<file path="src/rtl/add_rr_scheduler_if.sv">
// Request/grant/sequencing bundle between the shared-adder scheduler and the
// requester front-ends plus adder datapath (operand mux, operand/result regs).
// master: scheduler side (drives grant/strobes); slave: requesters/datapath side.
interface add_rr_scheduler_if;
    logic [3:0] req;            // level request per requester
    logic [1:0] sel;            // granted requester, operand mux select
    logic       load_operands;  // pulse: capture operands chosen by sel
    logic       write_result;   // pulse: write adder result for requester sel
    logic [3:0] ack;            // one-hot pulse on bit sel with write_result
    logic       busy;           // scheduler not idle
    logic [5:0] op_count;       // completed operations, wraps at 64
    logic       wrap;           // pulse on the write that takes op_count 63->0

    modport master (
        input  req,
        output sel, load_operands, write_result, ack, busy, op_count, wrap
    );

    modport slave (
        output req,
        input  sel, load_operands, write_result, ack, busy, op_count, wrap
    );
endinterface

</file>
<file path="src/rtl/add_rr_scheduler.sv">
// Round-robin scheduler sharing one adder datapath among four requesters.
// Latency: CAL_CYCLES+3 cycles from request sampled in IDLE to ack.
// Backpressure: requesters hold req until ack; req only sampled in IDLE.
// Ports: clk, rst (sync active-high), bus (add_rr_scheduler_if.master):
//   req in; sel, load_operands, write_result, ack, busy, op_count, wrap out.
module add_rr_scheduler #(
    parameter int unsigned CAL_CYCLES = 2   // adder settle cycles, 1..15
) (
    input  logic                  clk,
    input  logic                  rst,
    add_rr_scheduler_if.master    bus
);

    typedef enum logic [1:0] {IDLE, LOAD, CAL, WRITE} state_t;

    localparam logic [3:0] CAL_LAST = 4'(CAL_CYCLES - 1);

    state_t     state, state_nxt;
    logic [1:0] sel_q, sel_nxt;
    logic [1:0] last_grant, last_nxt;
    logic [5:0] op_count_q, op_count_nxt;
    logic [3:0] cal_cnt, cal_nxt;
    logic [1:0] winner;
    logic       found;
    logic [1:0] idx;

    // Scan from last_grant+1 upward; the k=4 step revisits last_grant itself,
    // so the requester just served is always checked last.
    always_comb begin
        winner = last_grant;
        found  = 1'b0;
        idx    = last_grant;
        for (int k = 1; k <= 4; k++) begin
            idx = last_grant + 2'(k);
            if (!found && bus.req[idx]) begin
                winner = idx;
                found  = 1'b1;
            end
        end
    end

    always_comb begin
        state_nxt    = state;
        sel_nxt      = sel_q;
        last_nxt     = last_grant;
        op_count_nxt = op_count_q;
        cal_nxt      = cal_cnt;
        case (state)
            IDLE: begin
                if (|bus.req) begin
                    sel_nxt   = winner;
                    state_nxt = LOAD;
                end
            end
            LOAD: begin
                cal_nxt   = 4'd0;
                state_nxt = CAL;
            end
            CAL: begin
                cal_nxt = cal_cnt + 4'd1;
                if (cal_cnt == CAL_LAST) begin
                    state_nxt = WRITE;
                end
            end
            WRITE: begin
                op_count_nxt = op_count_q + 6'd1;
                last_nxt     = sel_q;
                state_nxt    = IDLE;
            end
            default: state_nxt = IDLE;
        endcase
    end

    // last_grant resets to 3 so requester 0 wins the first arbitration.
    always_ff @(posedge clk) begin
        if (rst) begin
            state      <= IDLE;
            sel_q      <= 2'd0;
            last_grant <= 2'd3;
            op_count_q <= 6'd0;
            cal_cnt    <= 4'd0;
        end else begin
            state      <= state_nxt;
            sel_q      <= sel_nxt;
            last_grant <= last_nxt;
            op_count_q <= op_count_nxt;
            cal_cnt    <= cal_nxt;
        end
    end

    assign bus.sel           = sel_q;
    assign bus.load_operands = (state == LOAD);
    assign bus.write_result  = (state == WRITE);
    assign bus.ack           = (state == WRITE) ? (4'b0001 << sel_q) : 4'b0000;
    assign bus.busy          = (state != IDLE);
    assign bus.op_count      = op_count_q;
    assign bus.wrap          = (state == WRITE) && (op_count_q == 6'd63);

endmodule

</file>
<file path="src/flat_wrapper.sv">
// flat-port wrapper written by rule: the top's interface ports become plain ports
module add_rr_scheduler_flat 
#(
    parameter int unsigned CAL_CYCLES = 2                                
)
  (clk, rst, bus_req, bus_sel, bus_load_operands, bus_write_result, bus_ack, bus_busy, bus_op_count, bus_wrap);
  add_rr_scheduler_if bus_i ();
  input  logic clk;
  input  logic rst;
  input wire logic [$bits(bus_i.req)-1:0] bus_req;
  output wire logic [$bits(bus_i.sel)-1:0] bus_sel;
  output wire logic [$bits(bus_i.load_operands)-1:0] bus_load_operands;
  output wire logic [$bits(bus_i.write_result)-1:0] bus_write_result;
  output wire logic [$bits(bus_i.ack)-1:0] bus_ack;
  output wire logic [$bits(bus_i.busy)-1:0] bus_busy;
  output wire logic [$bits(bus_i.op_count)-1:0] bus_op_count;
  output wire logic [$bits(bus_i.wrap)-1:0] bus_wrap;
  assign bus_i.req = bus_req;
  assign bus_sel = bus_i.sel;
  assign bus_load_operands = bus_i.load_operands;
  assign bus_write_result = bus_i.write_result;
  assign bus_ack = bus_i.ack;
  assign bus_busy = bus_i.busy;
  assign bus_op_count = bus_i.op_count;
  assign bus_wrap = bus_i.wrap;
  add_rr_scheduler #(.CAL_CYCLES(CAL_CYCLES)) u_core (.clk(clk), .rst(rst), .bus(bus_i));
endmodule
</file>
<file path="config.mk">
export PLATFORM = sky130hd
export DESIGN_NAME = add_rr_scheduler_flat
export DESIGN_NICKNAME = d
export VERILOG_FILES = /design/src/rtl/add_rr_scheduler_if.sv /design/src/rtl/add_rr_scheduler.sv /design/src/flat_wrapper.sv
export SDC_FILE = /design/constraint.sdc
export NUM_CORES = 1
export LEC_CHECK = 0
export ABC_AREA = 1
export ABC_CLOCK_PERIOD_IN_PS = 2950
export CAP_MARGIN = 0
export CORE_ASPECT_RATIO = 1.1
export CORE_UTILIZATION = 53
export CTS_CLUSTER_DIAMETER = 60
export DETAILED_ROUTE_END_ITERATION = 8
export PLACE_DENSITY_LB_ADDON = 0.3
export SYNTH_ARGS = -nofsm -noshare
export SYNTH_HDL_FRONTEND = slang
export SYNTH_SLANG_ARGS = --single-unit
</file>
<file path="constraint.sdc">
create_clock -name clk -period 2.95 [get_ports clk]
set_input_delay 0.59 -clock clk [delete_from_list [all_inputs] [get_ports clk]]
set_output_delay 0.59 -clock clk [all_outputs]
set_load 0.02 [all_outputs]
</file>
======== After elaboration in Yosys (flattened, before gate mapping) ========
Cells that the tools add are included.
cells by class
  add/sub/neg operators ................... 5
  $mul .................................... 0
  divide/modulo/power cells ............... 0
  $lt $le $gt $ge ......................... 4
  eq/ne operators ......................... 7
  shift operators ......................... 1
  multiplexer cells ....................... 20
  bitwise logic cells ..................... 0
  reductions and logical operators ........ 13
operator list
  kind                   number
  $lt A2 B3 Y1 const B   4
  $mux W2                6
  $bmux W1 S2            4
  $pmux W2 S4            1
  $pmux W4 S2            1
  $mux W1                7
  $add A6 B1 Y6 const B  1
  $eq A6 B6 Y1 const B   1
  $add A2 B2 Y2 const B  2
  $add A4 B1 Y4 const B  1
  $eq A2 B2 Y1 const B   2
  $eq A4 B1 Y1 const B   1
  $logic_and A1 B1 Y1    4
  $mux W4                1
  $ne A2 B1 Y1 const B   2
  $reduce_and A2 Y1      2
  $reduce_bool A2 Y1     2
  $reduce_or A4 Y1       1
  $shl A1 B2 Y4 const A  1
  $logic_not A1 Y1       3
  $add A2 B1 Y2 const B  1
  $eq A2 B1 Y1 const B   1
  $logic_not A2 Y1       1
word-level totals
  register bits ........................... 16
  latch bits .............................. 0
  bits in writable memories ............... 0
  ROM bits ................................ 0
  input bits .............................. 6
  output and inout port bits .............. 16
  word-level logic and storage cells ...... 55
  memories kept ........................... 0

======== Depth between registers and ports, before layout ========
Gate-level depths: netlist of the first run.
  depth in word-level cells ............... 13
  depth in mapped cells ................... 13
  depth with buffers taken out ............ 12

======== Least setup slack after synthesis of the first run ========
Ideal clock, no wire load.
  path kind ............................... reg-to-output
  from .................................... register u_core.state[0]
  to ...................................... output port bus_wrap
  arrival time ............................ 1.437 ns
  data required time ...................... 2.360 ns
  path slack .............................. 0.923 ns
  stages on the path, launching flop included .. 7
  buffers on the path ..................... 1
  cells stage by stage .................... dfxtp_1 ha_1 buf_2 nand3_1 nor2_1 nand2_1 nor2_1
between the ends
  cells in the longest elaborated chain, start to end .. 2
ends and longest elaborated chain
  what                        line                    text
  from (decl)                 add_rr_scheduler.sv:18  state_t state, state_nxt;
  from (signal assigned)      add_rr_scheduler.sv:83  state <= state_nxt;
  $eq A2 B2 Y1                n/a
  named net bus_write_result  flat_wrapper.sv:13      output wire logic [$bits(bus_i.write_result)-1:0] bus_write_result;
  $logic_and A1 B1 Y1         add_rr_scheduler.sv:97  assign bus.wrap = (state == WRITE) && (op_count_q == 6'd63);
  to (decl)                   flat_wrapper.sv:17      output wire logic [$bits(bus_i.wrap)-1:0] bus_wrap;
The timed path passes the listed nets, and every way through them passes these cells.

======== Worst setup path in the final report of the first run ========
  from .................................... register u_core.state[0]
  to ...................................... output port bus_wrap
between the ends
  cells in the longest elaborated chain, start to end .. 2
ends and longest elaborated chain
  what                 line
  $eq A2 B2 Y1         add_rr_scheduler.sv:97
  $logic_and A1 B1 Y1  add_rr_scheduler.sv:97
Every way passes these cells.

==> metrics.md, run 1 <==
| Metric | Value |
|---|---|
| Status | `completed` |
| Post-CTS resize count | `0` |
| Initial DRC count | `20` |
| Tot GR Track Use | `21.8%` |
| Number of synthesized register bits | `16` |
| I/O Buffers | `21` |
| Post-synthesis cell type count | `22` |
| Combinational Power Share | `52.9%` |
| CTS buffer count | `3` |
| Largest cells by area after synthesis | `dfxtp_1 32%, nand2_1 13%, ha_1 10%` |
| Final wirelength | `2040 um` |
| Mapped Nets | `161` |
| Cells after Synth | `147` |
| Initial antenna violation count | `0` |
| Worst VDD drop | `0.000492 V` |
| RSZ-0062 raised after global routing | `false` |
| Hold WC Path Type | `flop to flop` |
| Clk pwr share | `14.9%` |
| CTS Hold Bufs | `0` |
| Crit path capture type | `output port` |
| CP peak stage delay | `600 ps` |
| Vias per inst | `5.22` |
| Initial core utilization | `56.4%` |
| Setup bufs post-CTS | `0` |
| Synth warnings | `0` |
| N_diodes | `0` |
| Min Tclk post-route | `2700 ps` |
| Max_cap viols | `0` |
| Vias in the first global route | `798` |
| DR pass1 iterations | `6` |
| Critical-path cell list | `ha_1, nand3_1, nor2_1, nand2_1, nor2_1, clkdlybuf4s50_1` |
| Crit path max fanout | `11` |
| Die Height | `47.4 um` |
| FP Rows | `16` |
| Fin. max-slew vios | `0` |
| Largest net degree at the start of global routing | `12` |
| Crit-path leading delay family | `buffers and inverters` |
| Final ANT Viol Nets | `0` |
| DR WL/cell | `10.9 um` |
| Worst setup SP type | `flop` |
| DR vias | `977` |
| Root Buffer Master | `clkbuf_4` |
| Max_slew headroom | `74.3%` |
| Setup_tns | `0 ps` |
| Post-Syn Area | `993 um^2` |
| CTS sink count | `16` |
| Worst Path Required | `2360 ps` |
| Layout Nets | `184` |
| Pwr per Cell Area | `776 nW/um^2` |
| Period utilization | `91.6%` |
| Yosys top cell by area | `dfxtp_1` |
| Leak Pwr | `0.545 nW` |
| Seq/Total Area, Yosys | `32.2%` |
| CTS tree | `yes` |
| Net Switching | `0.424 mW` |
| I/O pin cnt | `22` |
| Worst Path Buf+Inv | `1` |
| Die Area | `2050 um^2` |
| Post-Route Skew | `3.88 ps` |
| Clock transition at path regs | `90 ps` |
| Slowest cell on crit path | `clkdlybuf4s50_1` |
| First-pass GRT wire length | `3310 um` |
| Synth top area share | `32.2%` |
| Power share of the sequential group | `32.2%` |
| CP Class | `flop to output port` |
| Number of remaining DRC errors | `0` |
| Cell mode on critical path | `nor2_1` |
| Sw frac | `44.0%` |
| Area growth syn-to-layout | `25.1%` |
| Gp weighted congestion | `0.779` |
| Worst-margin pin slew | `384 ps` |
| Final Hold Viols | `0` |
| Hpwl dp | `1610 um` |
| Max clock buf depth | `2` |
| Worst EP arrival | `2110 ps` |
| Reg2reg setup slack | `1460 ps` |
| Worst-Skew Late Latency | `280 ps` |
| Share of layout cells above drive strength 1 | `11.2%` |
| CORE AREA | `1760 um^2` |
| Setup Viol. Count Final | `0` |
| WHS | `505 ps` |
| Die Width | `43.3 um` |
| GR Overflow Total | `0` |
| P_int | `0.540 mW` |
| H-tree Lvls | `1` |
| Peak Freq | `370 MHz` |
| Avg Cell Area, Syn | `6.76 um^2` |
==> worst register-to-register path, stage by stage, from the launching register on <==
cell	delay [ps]
dfxtp_1	400
ha_1	380
nand2_1	90
inv_1	80
nand3_1	100
nor2_1	150
nand3_1	90
nand2_1	60
nor2_1	40
==> area by class of cell <==
cell class / instances / area [um^2]
flip-flops and latches: 16 / 320
inverters: 18 / 75.1
repair buffers: 21 / 210
fillers: 154 / 519
well taps: 18 / 22.5
multi-input cells: 110 / 578
clock buffers: 4 / 36.3
==> state kept, by name, summed over array words and instances, names as in the netlist <==
signal / cells
u_core.cal_cnt: 4
u_core.state: 2
u_core.bus.op_count: 6
u_core.bus.sel: 2
u_core.last_grant: 2
==> cells in the mapped netlist (all sizes together) <==
| library cell | n |
|---|---|
| nand2 | 44 |
| buf | 2 |
| o21ai | 7 |
| nor4 | 2 |
| dfxtp | 16 |
| a21oi | 14 |
| nand3 | 8 |
| clkbuf | 1 |
| nand3b | 1 |
| nor3 | 5 |
| o211ai | 2 |
| inv | 18 |
| nor2 | 18 |
| ha | 8 |
| nand4 | 1 |
==> worst paths after layout <==
path | from | endpoint | cells past startpoint
setup / recovery | u_core.state[0]$_SDFFE_PP0P_ | bus_wrap | 6
hold / removal | u_core.cal_cnt[1]$_SDFFE_PP0P_ | u_core.cal_cnt[1]$_SDFFE_PP0P_ | 2
setup reg to reg | u_core.state[0]$_SDFFE_PP0P_ | u_core.bus.op_count[5]$_SDFFE_PP0P_ | 8
hold reg to reg | u_core.cal_cnt[1]$_SDFFE_PP0P_ | u_core.cal_cnt[1]$_SDFFE_PP0P_ | 2
==> metal layers <==
metal | share of wire (%) | GRT usage, % | vias to the layer above
li1 | - | - | 517
met1 | 44 | 26.0 | 439
met2 | 52 | 40.3 | 21
met3 | 4.3 | 6.92 | 0
met4 | 0 | 1.82 | 0
met5 | 0 | 0 | -
==> cell usage in the layout (no fill, tap or decap), types with 2 or more instances in the layout <==
cell type	count
nand2_1	34
inv_1	15
o211ai_1	2
a21oi_1	13
o21ai_1	2
dfxtp_1	16
clkdlybuf4s50_1	21
ha_1	8
clkbuf_4	3
nor3_1	5
nor2_1	18
inv_2	2
nand2_2	10
nand3_1	7
nor4_1	2
o21ai_0	5
==> cell families (layout without fill, tap and decap cells) <==
kind of cell    Yosys count  after routing  synth area share [%]
fa+ha+maj                 8              8                  10.1
buf+inv                  21             43                  9.57
simple gates             79             79                  35.6
compound gates           23             23                  12.5
flops                    16             16                  32.2
==> through the flow <==
stage          setup slack (ps)  instance area (um^2)  power, mW  cells  util [%]
6_report                    249                  1240      0.964    187      70.5
5_1_grt                    50.0                  1240       1.05    187      70.5
3_5_place_dp                547                  1210      0.827    183      68.5
4_1_cts                     222                  1240      0.976    187      70.5
3_3_place_gp                614                  1210      0.805    183      68.5
2_1_floorplan               923                   993      0.671    147         -
==> power groups by stage <==
stage | logic (mW) | clock network, mW | registers (mW)
2_1_floorplan | 0.349 | 0 | 0.322
3_3_place_gp | 0.494 | 0 | 0.312
3_5_place_dp | 0.512 | 0 | 0.315
4_1_cts | 0.515 | 0.150 | 0.311
5_1_grt | 0.570 | 0.158 | 0.319
6_report | 0.510 | 0.143 | 0.310
(Power assumes the default switching activity.)
==> inputs of run 2 (changes only) <==
--- a/config.mk
+++ b/config.mk
@@ -13,6 +13,7 @@
 export CTS_CLUSTER_DIAMETER = 60
 export DETAILED_ROUTE_END_ITERATION = 8
 export PLACE_DENSITY_LB_ADDON = 0.3
+export RECOVER_POWER = 100
 export SYNTH_ARGS = -nofsm -noshare
 export SYNTH_HDL_FRONTEND = slang
 export SYNTH_SLANG_ARGS = --single-unit
==> run 2 against run 1 <==
Compared with the run above:
- utilization unchanged
- power down 2.1%
- die area did not move
- critical path type unchanged
- critical endpoint unchanged
- highest routed layer unchanged
==> metrics.md, run 2 (synthesis results as in run 1) <==
| Metric | Value |
|---|---|
| Status | `completed` |
| Max clock buf depth | `2 (unchanged)` |
| Vias per inst | `5.20 (-0.41%)` |
| Max FFs per register | `6 (unchanged)` |
| Initial antenna violation count | `0 (unchanged)` |
| Gp weighted congestion | `0.779 (unchanged)` |
| CTS buffer count | `3 (unchanged)` |
| Power share of the sequential group | `32.8% (+0.6 points)` |
| Number of remaining DRC errors | `0 (unchanged)` |
| Die Area | `2050 um^2 (unchanged)` |
| DR WL/cell | `10.9 um (about the same)` |
| Clk pwr share | `15.2% (+0.3 points)` |
| H-tree Lvls | `1 (unchanged)` |
| Vias in the first global route | `798 (unchanged)` |
| P_int | `0.522 mW (-3.2%)` |
| Worst VDD drop | `0.000477 V (-3.2%)` |
| Final ANT Viol Nets | `0 (unchanged)` |
| Largest net degree at the start of global routing | `12 (unchanged)` |
| Layout Nets | `184 (unchanged)` |
| CORE AREA | `1760 um^2 (unchanged)` |
| CTS Hold Bufs | `0 (unchanged)` |
| WHS | `505 ps (unchanged)` |
| Fin. max-slew vios | `0 (unchanged)` |
| Worst Path Required | `2360 ps (about the same)` |
| CTS tree | `yes` |
| Crit path capture type | `output port` |
| Tot GR Track Use | `21.8% (unchanged)` |
| Worst-Skew Late Latency | `280 ps (about the same)` |
| FP Rows | `16 (unchanged)` |
| Root Buffer Master | `clkbuf_4` |
| Combinational Power Share | `52.0% (-0.9 points)` |
| DR vias | `973 (-0.41%)` |
| Setup Viol. Count Final | `0 (unchanged)` |
| Hold WC Path Type | `flop to flop` |
| Period utilization | `91.4% (-0.13 points)` |
| Pre-CTS setup slack | `547 ps (unchanged)` |
| Worst EP arrival | `2110 ps (about the same)` |
| Hpwl dp | `1610 um (unchanged)` |
| Initial core utilization | `56.4% (unchanged)` |
| Peak Freq | `371 MHz (+0.15%)` |
| Fillers | `154 (unchanged)` |
| First-pass GRT wire length | `3310 um (unchanged)` |
| Leak Pwr | `0.591 nW (+8.4%)` |
| Reg2reg setup slack | `1440 ps (-20 ps)` |
| Multi-input gate area | `578 um^2 (unchanged)` |
| Die Height | `47.4 um (unchanged)` |
| Setup bufs post-CTS | `0 (unchanged)` |
| Worst-margin pin slew | `381 ps (-3.09 ps)` |
| Pwr per Cell Area | `760 nW/um^2 (-2.1%)` |
| Post-Route Skew | `3.94 ps (+0.0627 ps)` |
| Clock transition at path regs | `90 ps (about the same)` |
| Final Hold Viols | `0 (unchanged)` |
| Min Tclk post-route | `2700 ps (-3.98 ps)` |
| Max_cap viols | `0 (unchanged)` |
| Register area | `320 um^2 (unchanged)` |
| I/O Buffers | `21 (unchanged)` |
| Die Width | `43.3 um (unchanged)` |
| Crit path max fanout | `11 (unchanged)` |
| Final WS setup | `253 ps (+3.98 ps)` |
| I/O pin cnt | `22 (unchanged)` |
| N_diodes | `0 (unchanged)` |
| Commonest cells after routing, fill and taps aside | `34 x nand2_1, 18 x nor2_1, 17 x dlygate4sd3_1` |
| Area growth syn-to-layout | `25.1% (unchanged)` |
| Setup_tns | `0 ps (unchanged)` |
| Share of layout cells above drive strength 1 | `11.2% (unchanged)` |
| Worst setup SP type | `flop` |
| CP Class | `flop to output port` |
| Net Switching | `0.422 mW (-0.63%)` |
| DR pass1 iterations | `4 (-2)` |
| Initial DRC count | `19 (-5.0%)` |
| Commonest non-fill, non-tap cell in the layout | `nand2_1` |
| Post-CTS resize count | `0 (unchanged)` |
| Final wirelength | `2040 um (about the same)` |
| Sw frac | `44.7% (+0.64 points)` |
| Max_slew headroom | `74.6% (+0.21 points)` |
| GR Overflow Total | `0 (unchanged)` |
| RSZ-0062 raised after global routing | `false` |
| CTS sink count | `16 (unchanged)` |
==> run 2: cell types whose count changed in the layout (fill, tap and decap cells not counted), sizes merged <==
cell	before	now
dlygate4sd3	0	17
clkdlybuf4s50	21	4
==> run 2: area by class of cell <==
| class | count | share of cell area [%] |
|---|---|---|
| clock buffers | 4 | 2.92 |
| well taps | 18 | 1.81 |
| repair buffers | 21 | 16.9 |
| flip-flops and latches | 16 | 25.8 |
| inverters | 18 | 6.04 |
| multi-input cells | 110 | 46.5 |
==> run 2: power by group through the flow <==
stage,clock network [mW],registers [mW],logic [mW]
2_1_floorplan,0,0.322,0.349
3_3_place_gp,0,0.312,0.494
3_5_place_dp,0,0.315,0.512
4_1_cts,0.150,0.311,0.515
5_1_grt,0.158,0.318,0.551
6_report,0.143,0.310,0.491
==> run 2: final timing paths <==
check / from / endpoint / depth (start not counted)
setup / recovery: u_core.state[0]$_SDFFE_PP0P_ / bus_wrap / 6
hold / removal: u_core.cal_cnt[1]$_SDFFE_PP0P_ / u_core.cal_cnt[1]$_SDFFE_PP0P_ / 2
setup reg to reg: u_core.last_grant[0]$_SDFFE_PP1P_ / u_core.bus.sel[0]$_SDFFE_PP0P_ / 11
hold reg to reg: u_core.cal_cnt[1]$_SDFFE_PP0P_ / u_core.cal_cnt[1]$_SDFFE_PP0P_ / 2
==> run 2: worst max-delay path, stage by stage, from the launching register on <==
cell             delay [ps]
dfxtp_1                 400
ha_1                    380
nand3_1                 140
nor2_1                  140
nand2_1                  80
nor2_1                   90
clkdlybuf4s50_1         600
==> run 2: routing by layer <==
layer	track usage [%]	up-vias	routed length, um
met3	6.92	0	98
met4	1.82	0	0
met1	26.0	433	889
met2	40.3	23	1050
li1	-	517	-
met5	0	-	0
==> run 2: through the flow <==
stage | instance area (um^2) | instances | utilization, % | power, mW
after floorplan | 993 | 147 | - | 0.671
after global placement | 1210 | 183 | 68.5 | 0.805
after detailed placement | 1210 | 183 | 68.5 | 0.827
after CTS | 1240 | 187 | 70.5 | 0.976
after global routing | 1240 | 187 | 70.5 | 1.03
final | 1240 | 187 | 70.5 | 0.944
